===== config.mk =====
export PLATFORM = sky130hd
export DESIGN_NAME = inst_fetch
export DESIGN_NICKNAME = d
export VERILOG_FILES = /design/src/rtl/inst_fetch.sv
export SDC_FILE = /design/constraint.sdc
export NUM_CORES = 1
export LEC_CHECK = 0
export BUFFER_PORTS_ARGS = -buffer_cell sky130_fd_sc_hd__buf_2
export CAP_MARGIN = 25
export CORE_UTILIZATION = 40
export DETAILED_ROUTE_END_ITERATION = 8
export HOLD_SLACK_MARGIN = 0.03
export PLACE_DENSITY_LB_ADDON = 0.1
export SKIP_LAST_GASP = 1
export SLEW_MARGIN = 10
export SYNTH_ARGS = -nofsm -noshare
export SYNTH_HDL_FRONTEND = slang
export SYNTH_SLANG_ARGS = --single-unit
export TNS_END_PERCENT = 10

===== constraint.sdc =====
create_clock -name clk_i -period 2.04 [get_ports clk_i]
set_clock_uncertainty 0.1 [all_clocks]
set_input_delay 0.102 -clock clk_i [delete_from_list [all_inputs] [get_ports clk_i]]
set_output_delay 0.102 -clock clk_i [all_outputs]
set_load 0.01 [all_outputs]

===== src/rtl/inst_fetch.sv =====
// Instruction fetch unit: PC handshake in, single outstanding AXI-style read, decode handshake out.
// Optional perf counters (fetch_cnt_o, stall_cnt_o) exist when YSYX_23060251_IFU_PERF_EN is defined.
module inst_fetch #(
    parameter int unsigned ADDR_W = 32,
    parameter int unsigned DATA_W = 32
) (
    input  logic              clk_i,
    input  logic              rst_i,
    input  logic [ADDR_W-1:0] pc_i,
    input  logic              pc_valid_i,
    output logic              pc_ready_o,
    output logic [ADDR_W-1:0] araddr_o,
    output logic              arvalid_o,
    input  logic              arready_i,
    input  logic [DATA_W-1:0] rdata_i,
    input  logic [1:0]        rresp_i,
    input  logic              rvalid_i,
    output logic              rready_o,
    output logic [DATA_W-1:0] inst_o,
    output logic [ADDR_W-1:0] inst_pc_o,
    output logic              inst_valid_o,
    input  logic              inst_ready_i,
    output logic [1:0]        fault_o
`ifdef YSYX_23060251_IFU_PERF_EN
    ,
    output logic [31:0]       fetch_cnt_o,
    output logic [31:0]       stall_cnt_o
`endif
);

    localparam logic [DATA_W-1:0] NOP_INST = DATA_W'(32'h0000_0013);

    typedef enum logic [1:0] {StIdle, StReq, StWaitR, StHold} state_t;

    state_t            r_state;
    logic [ADDR_W-1:0] r_pc;
    logic [DATA_W-1:0] r_inst;
    logic [1:0]        r_fault;
    logic              w_accept;
    logic              w_aligned;

    assign pc_ready_o = (r_state == StIdle) || ((r_state == StHold) && inst_ready_i);
    assign w_accept   = pc_valid_i && pc_ready_o;
    assign w_aligned  = (pc_i[1:0] == 2'b00);

    // Handshake strobes decode the state register only, never an input.
    assign arvalid_o    = (r_state == StReq);
    assign rready_o     = (r_state == StWaitR);
    assign inst_valid_o = (r_state == StHold);
    assign araddr_o     = r_pc;
    assign inst_pc_o    = r_pc;
    assign inst_o       = r_inst;
    assign fault_o      = r_fault;

    always_ff @(posedge clk_i or posedge rst_i) begin
        if (rst_i) begin
            r_state <= StIdle;
            r_pc    <= '0;
            r_inst  <= '0;
            r_fault <= 2'b00;
        end else begin
            unique case (r_state)
                StReq: begin
                    if (arready_i) r_state <= StWaitR;
                end
                StWaitR: begin
                    if (rvalid_i) begin
                        r_inst  <= rdata_i;
                        r_fault <= (rresp_i != 2'b00) ? 2'b10 : 2'b00;
                        r_state <= StHold;
                    end
                end
                StHold: begin
                    if (inst_ready_i && !pc_valid_i) r_state <= StIdle;
                end
                default: ;
            endcase
            // New PC from IDLE or back-to-back from HOLD; misaligned PCs skip the bus.
            if (w_accept) begin
                r_pc <= pc_i;
                if (w_aligned) begin
                    r_fault <= 2'b00;
                    r_state <= StReq;
                end else begin
                    r_inst  <= NOP_INST;
                    r_fault <= 2'b01;
                    r_state <= StHold;
                end
            end
        end
    end

`ifdef YSYX_23060251_IFU_PERF_EN
    logic [31:0] r_fetch_cnt;
    logic [31:0] r_stall_cnt;

    always_ff @(posedge clk_i or posedge rst_i) begin
        if (rst_i) begin
            r_fetch_cnt <= '0;
            r_stall_cnt <= '0;
        end else begin
            if ((r_state == StHold) && inst_ready_i) r_fetch_cnt <= r_fetch_cnt + 32'd1;
            if ((r_state == StReq) || (r_state == StWaitR)) r_stall_cnt <= r_stall_cnt + 32'd1;
        end
    end

    assign fetch_cnt_o = r_fetch_cnt;
    assign stall_cnt_o = r_stall_cnt;
`endif

endmodule


Yosys cells after proc, flatten, opt, wreduce, memory -nomap -nowiden --
Index checks and enable logic that the tools add are counted.
Cells by class: reductions and logical operators 13, shift operators 0, bitwise operators 0, $lt $le $gt $ge 0, divide/modulo/power cells 0, multiply operators 0, $add $sub $neg 0, equality and inequality tests 6, muxes and demuxes 15
Operator list (count):
- $mux 32 | 4
- $mux 2 | 9
- $ne 3x1->1 const B | 2
- $pmux 2 s3 | 1
- $reduce_bool 2->1 | 3
- $eq 2x2->1 const B | 2
- $logic_not 2->1 | 2
- $reduce_and 4->1 | 1
- $reduce_bool 4->1 | 1
- $logic_and 1x1->1 | 3
- $ne 3x2->1 const B | 1
- $eq 2x1->1 const B | 1
- $reduce_and 2->1 | 1
- $logic_not 1->1 | 1
- $logic_or 1x1->1 | 1
- $mux 1 | 1
Storage, ports and cells: input port bits 72, RAM bits 0, ROM bits 0, output and inout bits 102, bits in latches 0, memories kept 0, bits in registers 68, logic and storage cells 38

Logic depth before layout (Yosys ltp) --
depth after elaboration 6, mapped depth 7, mapped depth without buffers 6

Worst setup path after synthesis --
OpenSTA, ideal clock, no wires.
path kind reg2reg, from reg r_state[0], to reg r_pc[0], in the netlist araddr_o[0], path buffers 1, setup slack 269 ps, library setup time 125 ps, arrival time 1546 ps, cell stages (with the launch flop) 7, period minus slack after synthesis 1771 ps, required time 1815 ps, path through dfrtp_1 > ha_1 > a21oi_4 > inv_4 > nand2_8 > buf_6 > mux2_4
On the way: word-level cells in the longest chain between the ends 4, elaborated cells on any way between the ends 5, classes of those cells eq/ne: 1; reduce/logical: 4
RTL lines:
- start, declared | line 35 | state_t r_state;
- start signal, assigned | line 57 | r_state <= StIdle;
- start signal, assigned | line 64 | if (arready_i) r_state <= StWaitR;
- start signal, assigned | line 70 | r_state <= StHold;
- $eq 2x2->1
- named net inst_valid_o | line 21 | output logic inst_valid_o,
- $logic_and 1x1->1 | line 42 | assign pc_ready_o = (r_state == StIdle) || ((r_state == StHold) && inst_ready_i);
- $logic_or 1x1->1 | line 42
- named net pc_ready_o | line 11 | output logic pc_ready_o,
- $logic_and 1x1->1 | line 43 | assign w_accept = pc_valid_i && pc_ready_o;
- end signal, assigned | line 80 | r_pc <= pc_i;
- end, declared | line 36 | logic [ADDR_W-1:0] r_pc;
The timed path passes the listed nets, and every way through them passes these cells. A chain may end at the register's enable or synchronous reset.

Worst setup path after layout --
from reg r_state[0], to reg r_pc[11], in the netlist araddr_o[11]
On the way: word-level cells in the longest chain between the ends 4, elaborated cells on any way between the ends 5, classes of those cells eq/ne: 1; reduce/logical: 4
RTL lines (line):
- $eq 2x2->1 | 42
- $logic_and 1x1->1 | 42
- $logic_or 1x1->1 * | 42
- $logic_and 1x1->1 * | 43
Every way passes the cells marked *; elsewhere a longest branch is shown, timed or not.

==> impl_table.tex <==
\begin{tabular}{lr}
\hline
Metric & Value \\
\hline
\multicolumn{2}{l}{\textbf{Global route}} \\
\quad Overflow after GRT & 0 \\
\quad Maximum number of pins on one net before global-route repair & 36 \\
\quad Global-route wire length before repair & 12900 microns \\
\quad Antenna violations before repair & 0 \\
\quad GRT Overall Usage & 0.198 \\
\quad Number of global-route vias before repair & 2636 \\
\multicolumn{2}{l}{\textbf{Hold path}} \\
\quad Hold Crit Depth & 3 \\
\quad Hold\_sp & pc\_valid\_i \\
\quad Type of the most critical hold path & primary input to register \\
\multicolumn{2}{l}{\textbf{Placed design}} \\
\quad Placed wire-length estimate after detailed placement & 4900 microns \\
\quad Total placed instance area & 3880 sq um \\
\quad Placer Congestion & 0.713 \\
\quad Number of buffers inserted by port buffering & 173 \\
\multicolumn{2}{l}{\textbf{Clock tree}} \\
\quad Latest clock arrival within the worst-skew pair & 0.33 ns \\
\quad Maximum clock insertion buffer count & 2 \\
\quad Clock Sinks & 68 \\
\quad CTS resizes & 0 \\
\quad Clock-pin transition on the worst setup and hold timing paths & 0.07 ns \\
\quad Clock tree from TritonCTS & done \\
\quad Clock buffer count from CTS & 9 \\
\quad Root buf cell & sky130\_fd\_sc\_hd\_\_clkbuf\_8 \\
\quad Post-CTS setup repair buffer count & 0 \\
\quad H-tree depth & 3 \\
\multicolumn{2}{l}{\textbf{Logic synthesis}} \\
\quad Post-synthesis cell count & 273 \\
\quad Post-Synthesis Cell Area & 3150 sq um \\
\quad Fraction of the yosys area taken by sequential cells & 0.541 \\
\quad Syn\_nets & 350 \\
\quad Ys Warns & 0 \\
\quad Number of different library cells in the post-synthesis netlist & 30 \\
\quad Largest area contributor in the synthesized netlist & sky130\_fd\_sc\_hd\_\_dfrtp\_1 \\
\quad Number of synthesized register bits & 68 \\
\quad Largest cells by area after synthesis & sky130\_fd\_sc\_hd\_\_dfrtp\_1, sky130\_fd\_sc\_hd\_\_mux2\_4, sky130\_fd\_sc\_hd\_\_buf\_4, sky130\_fd\_sc\_hd\_\_nand2\_1, sky130\_fd\_sc\_hd\_\_a21oi\_1 \\
\quad Mean cell area of the mapped netlist & 11.5 sq um \\
\quad Post-synth top area share & 0.541 \\
\multicolumn{2}{l}{\textbf{Power and ir drop}} \\
\quad Switching fraction of total power & 0.374 \\
\quad Clock Power Share & 0.149 \\
\quad Cell area power density & 1370 nW/um\^{}2 \\
\quad Fraction of power consumed by combinational cells & 0.491 \\
\quad Flop pwr share & 0.360 \\
\quad Switch Pwr & 2430 uW \\
\quad Leak & 0.00250 uW \\
\quad Peak VDD IR & 0.655 mV \\
\quad Internal Dissipation & 4060 uW \\
\multicolumn{2}{l}{\textbf{Critical path}} \\
\quad Worst setup SP type & register \\
\quad Worst setup path category & register to register \\
\quad Delay of the slowest cell on the worst path & 0.42 ns \\
\quad Worst reg2reg path startpoint & r\_state[0] \\
\quad Worst Reg-to-Reg Cells & 5 \\
\quad Launch point of the worst path & r\_state[0] \\
\quad Max stage delay cell, worst path & sky130\_fd\_sc\_hd\_\_dfrtp\_1 \\
\quad WP data required & 2.16 ns \\
\quad List of cells traversed by the critical path & ha\_1 -> a21oi\_4 -> inv\_4 -> nand2\_8 -> mux2\_2 \\
\quad Element type at the critical path end & register \\
\quad Worst Path Max Fanout & 34 \\
\quad Critical path arrival & 2.06 ns \\
\multicolumn{2}{l}{\textbf{Run status}} \\
\quad Status & complete, no violations \\
\multicolumn{2}{l}{\textbf{Detailed routing}} \\
\quad Iteration-0 DRC Markers & 59 \\
\quad Vias/cell & 4.53 \\
\quad Number of nets still failing antenna checks after routing & 0 \\
\quad DR pass1 iterations & 4 \\
\quad Met2 routed wirelength & 3960 microns \\
\quad Wire length per cell after detailed routing & 13.4 microns \\
\quad Post-detailed-routing wire length & 7850 microns \\
\quad Max layer used & met4 \\
\quad M1 WL & 3350 microns \\
\quad DR WL met3 & 428 microns \\
\quad Via Count & 2658 \\
\quad DRC viols & 0 \\
\multicolumn{2}{l}{\textbf{Final layout}} \\
\quad Area growth from synthesis to layout & 50.1\% \\
\quad Most frequent standard cell in the layout excluding fill and tap cells & sky130\_fd\_sc\_hd\_\_buf\_2 \\
\quad Antenna fix cells & 0 \\
\quad Commonest cells after routing, fill and taps aside & sky130\_fd\_sc\_hd\_\_buf\_2, sky130\_fd\_sc\_hd\_\_dfrtp\_1, sky130\_fd\_sc\_hd\_\_dlygate4sd3\_1 \\
\quad Net count of the finished layout & 561 \\
\quad Final Cell Area & 4720 sq um \\
\quad Share of cells above drive strength 1 & 0.473 \\
\quad Number of fill cells & 632 \\
\quad Share of the core filled with cells in the final layout & 0.637 \\
\multicolumn{2}{l}{\textbf{STA}} \\
\quad Post-route fraction of the period consumed by the critical path & 0.954 \\
\quad RSZ-0062 raised after global routing & false \\
\quad Worst-margin pin slew & 0.456 ns \\
\quad Max-slew headroom & 0.696 \\
\quad Shortest clock period the worst path allows after layout & 1.95 ns \\
\quad Final setup violation count & 0 \\
\quad Setup TNS & 0 ns \\
\quad Top achievable clock speed & 514 MHz \\
\quad Final number of hold-violating endpoints & 0 \\
\quad Max Slew Vio Count & 0 \\
\multicolumn{2}{l}{\textbf{Floorplanning}} \\
\quad Die Outline Area & 8220 sq um \\
\quad Die extent in y & 90.7 microns \\
\quad Number of top-level design ports & 174 \\
\quad Number of placement rows & 31 \\
\quad Effective utilization at floorplan & 0.425 \\
\quad Die Wd & 90.7 microns \\
\quad Total core area & 7410 sq um \\
\multicolumn{2}{l}{\textbf{Job}} \\
\quad Number of max-capacitance violations reported & 0 \\
\hline
\end{tabular}
==> path summary, 6_finish.rpt <==
kind,slack [ns],endpoint
min in group asynchronous,0.31,araddr_o[6]
worst min-delay path,0.09,r_state[0]
worst max-delay path,0.09,araddr_o[11]
worst min register to register,0.39,inst_o[1]
max in group asynchronous,1.19,inst_o[21]
worst max register to register,0.09,araddr_o[11]
==> Yosys cell counts <==
library cell / n
sky130_fd_sc_hd__a211oi_1: 1
sky130_fd_sc_hd__a21boi_1: 1
sky130_fd_sc_hd__a21oi_1: 31
sky130_fd_sc_hd__a21oi_4: 1
sky130_fd_sc_hd__a31o_2: 1
sky130_fd_sc_hd__and2_1: 1
sky130_fd_sc_hd__buf_2: 5
sky130_fd_sc_hd__buf_4: 33
sky130_fd_sc_hd__buf_6: 3
sky130_fd_sc_hd__clkbuf_1: 4
sky130_fd_sc_hd__dfrtp_1: 68
sky130_fd_sc_hd__ha_1: 5
sky130_fd_sc_hd__inv_1: 3
sky130_fd_sc_hd__inv_2: 1
sky130_fd_sc_hd__inv_4: 1
sky130_fd_sc_hd__mux2_2: 4
sky130_fd_sc_hd__mux2_4: 28
sky130_fd_sc_hd__mux2i_1: 1
sky130_fd_sc_hd__nand2_1: 66
sky130_fd_sc_hd__nand2_8: 1
sky130_fd_sc_hd__nand2b_1: 1
sky130_fd_sc_hd__nand3_1: 3
sky130_fd_sc_hd__nand3b_1: 1
sky130_fd_sc_hd__nor2_1: 1
sky130_fd_sc_hd__nor2b_1: 2
sky130_fd_sc_hd__nor3_2: 1
sky130_fd_sc_hd__o21ai_0: 2
sky130_fd_sc_hd__o31a_1: 1
sky130_fd_sc_hd__o32ai_1: 1
sky130_fd_sc_hd__or3_4: 1
==> worst max-delay path, delay by kind of cell, from the launching register on <==
| family | cells | cell delay (ns) |
|---|---|---|
| AO/OA/AOI/OAI | 1 | 0.27 |
| adder cells (fa/ha/maj) | 1 | 0.28 |
| buffers and inverters | 1 | 0.09 |
| flip-flops | 1 | 0.42 |
| multiplexers | 1 | 0.39 |
| AND/OR/NAND/NOR | 1 | 0.27 |
==> logic make-up (layout without fill, tap and decap cells) <==
family / after synthesis / in the layout / synth area share
simple gates: 78 / 78 / 0.108
flops: 68 / 68 / 0.541
buf+inv: 50 / 265 / 0.109
compound gates: 39 / 39 / 0.0708
mux: 33 / 33 / 0.151
fa+ha+maj: 5 / 5 / 0.0199
==> flip-flops by register name (all words and copies together) (netlist names) <==
register	count
inst_o	32
fault_o	2
araddr_o	32
r_state	2
==> layer usage <==
layer	track usage	up-vias
met5	0	-
met4	0.0685	0
met3	0.0396	10
met2	0.343	93
met1	0.243	1272
li1	-	1283
==> power groups by stage <==
stage | logic (uW) | registers [uW] | clock network, uW
final | 3190 | 2330 | 967
after global routing | 3460 | 2420 | 1050
after CTS | 3210 | 2330 | 1000
after detailed placement | 3110 | 2340 | 0
after global placement | 3060 | 2340 | 0
after floorplan | 2050 | 2600 | 0
==> area by class of cell <==
class / count / area [sq um] / area share
repair buffers: 245 / 1600 / 0.339
clock buffers: 13 / 159 / 0.0337
inverters: 5 / 21.3 / 0.00450
clock inverters: 2 / 10.0 / 0.00212
well taps: 99 / 124 / 0.0262
flip-flops and latches: 68 / 1700 / 0.360
multi-input cells: 155 / 1110 / 0.234
==> what timing repair did <==
item                                   4_1_cts  5_1_grt
endpoints found under the hold margin      133        0
setup endpoints to repair                    0        1
hold buffers                                67        0
==> metrics by stage <==
stage	std cells	hold slack [ns]	total power (uW)	worst slack, ns
after floorplan	273	0.132	4660	0.126
after global placement	505	0.128	5400	0.155
after detailed placement	505	0.136	5450	0.105
after CTS	587	0.0750	6540	0.0993
after global routing	587	0.103	6940	0.00312
final	587	0.0874	6490	0.0937
(Power assumes the default switching activity.)
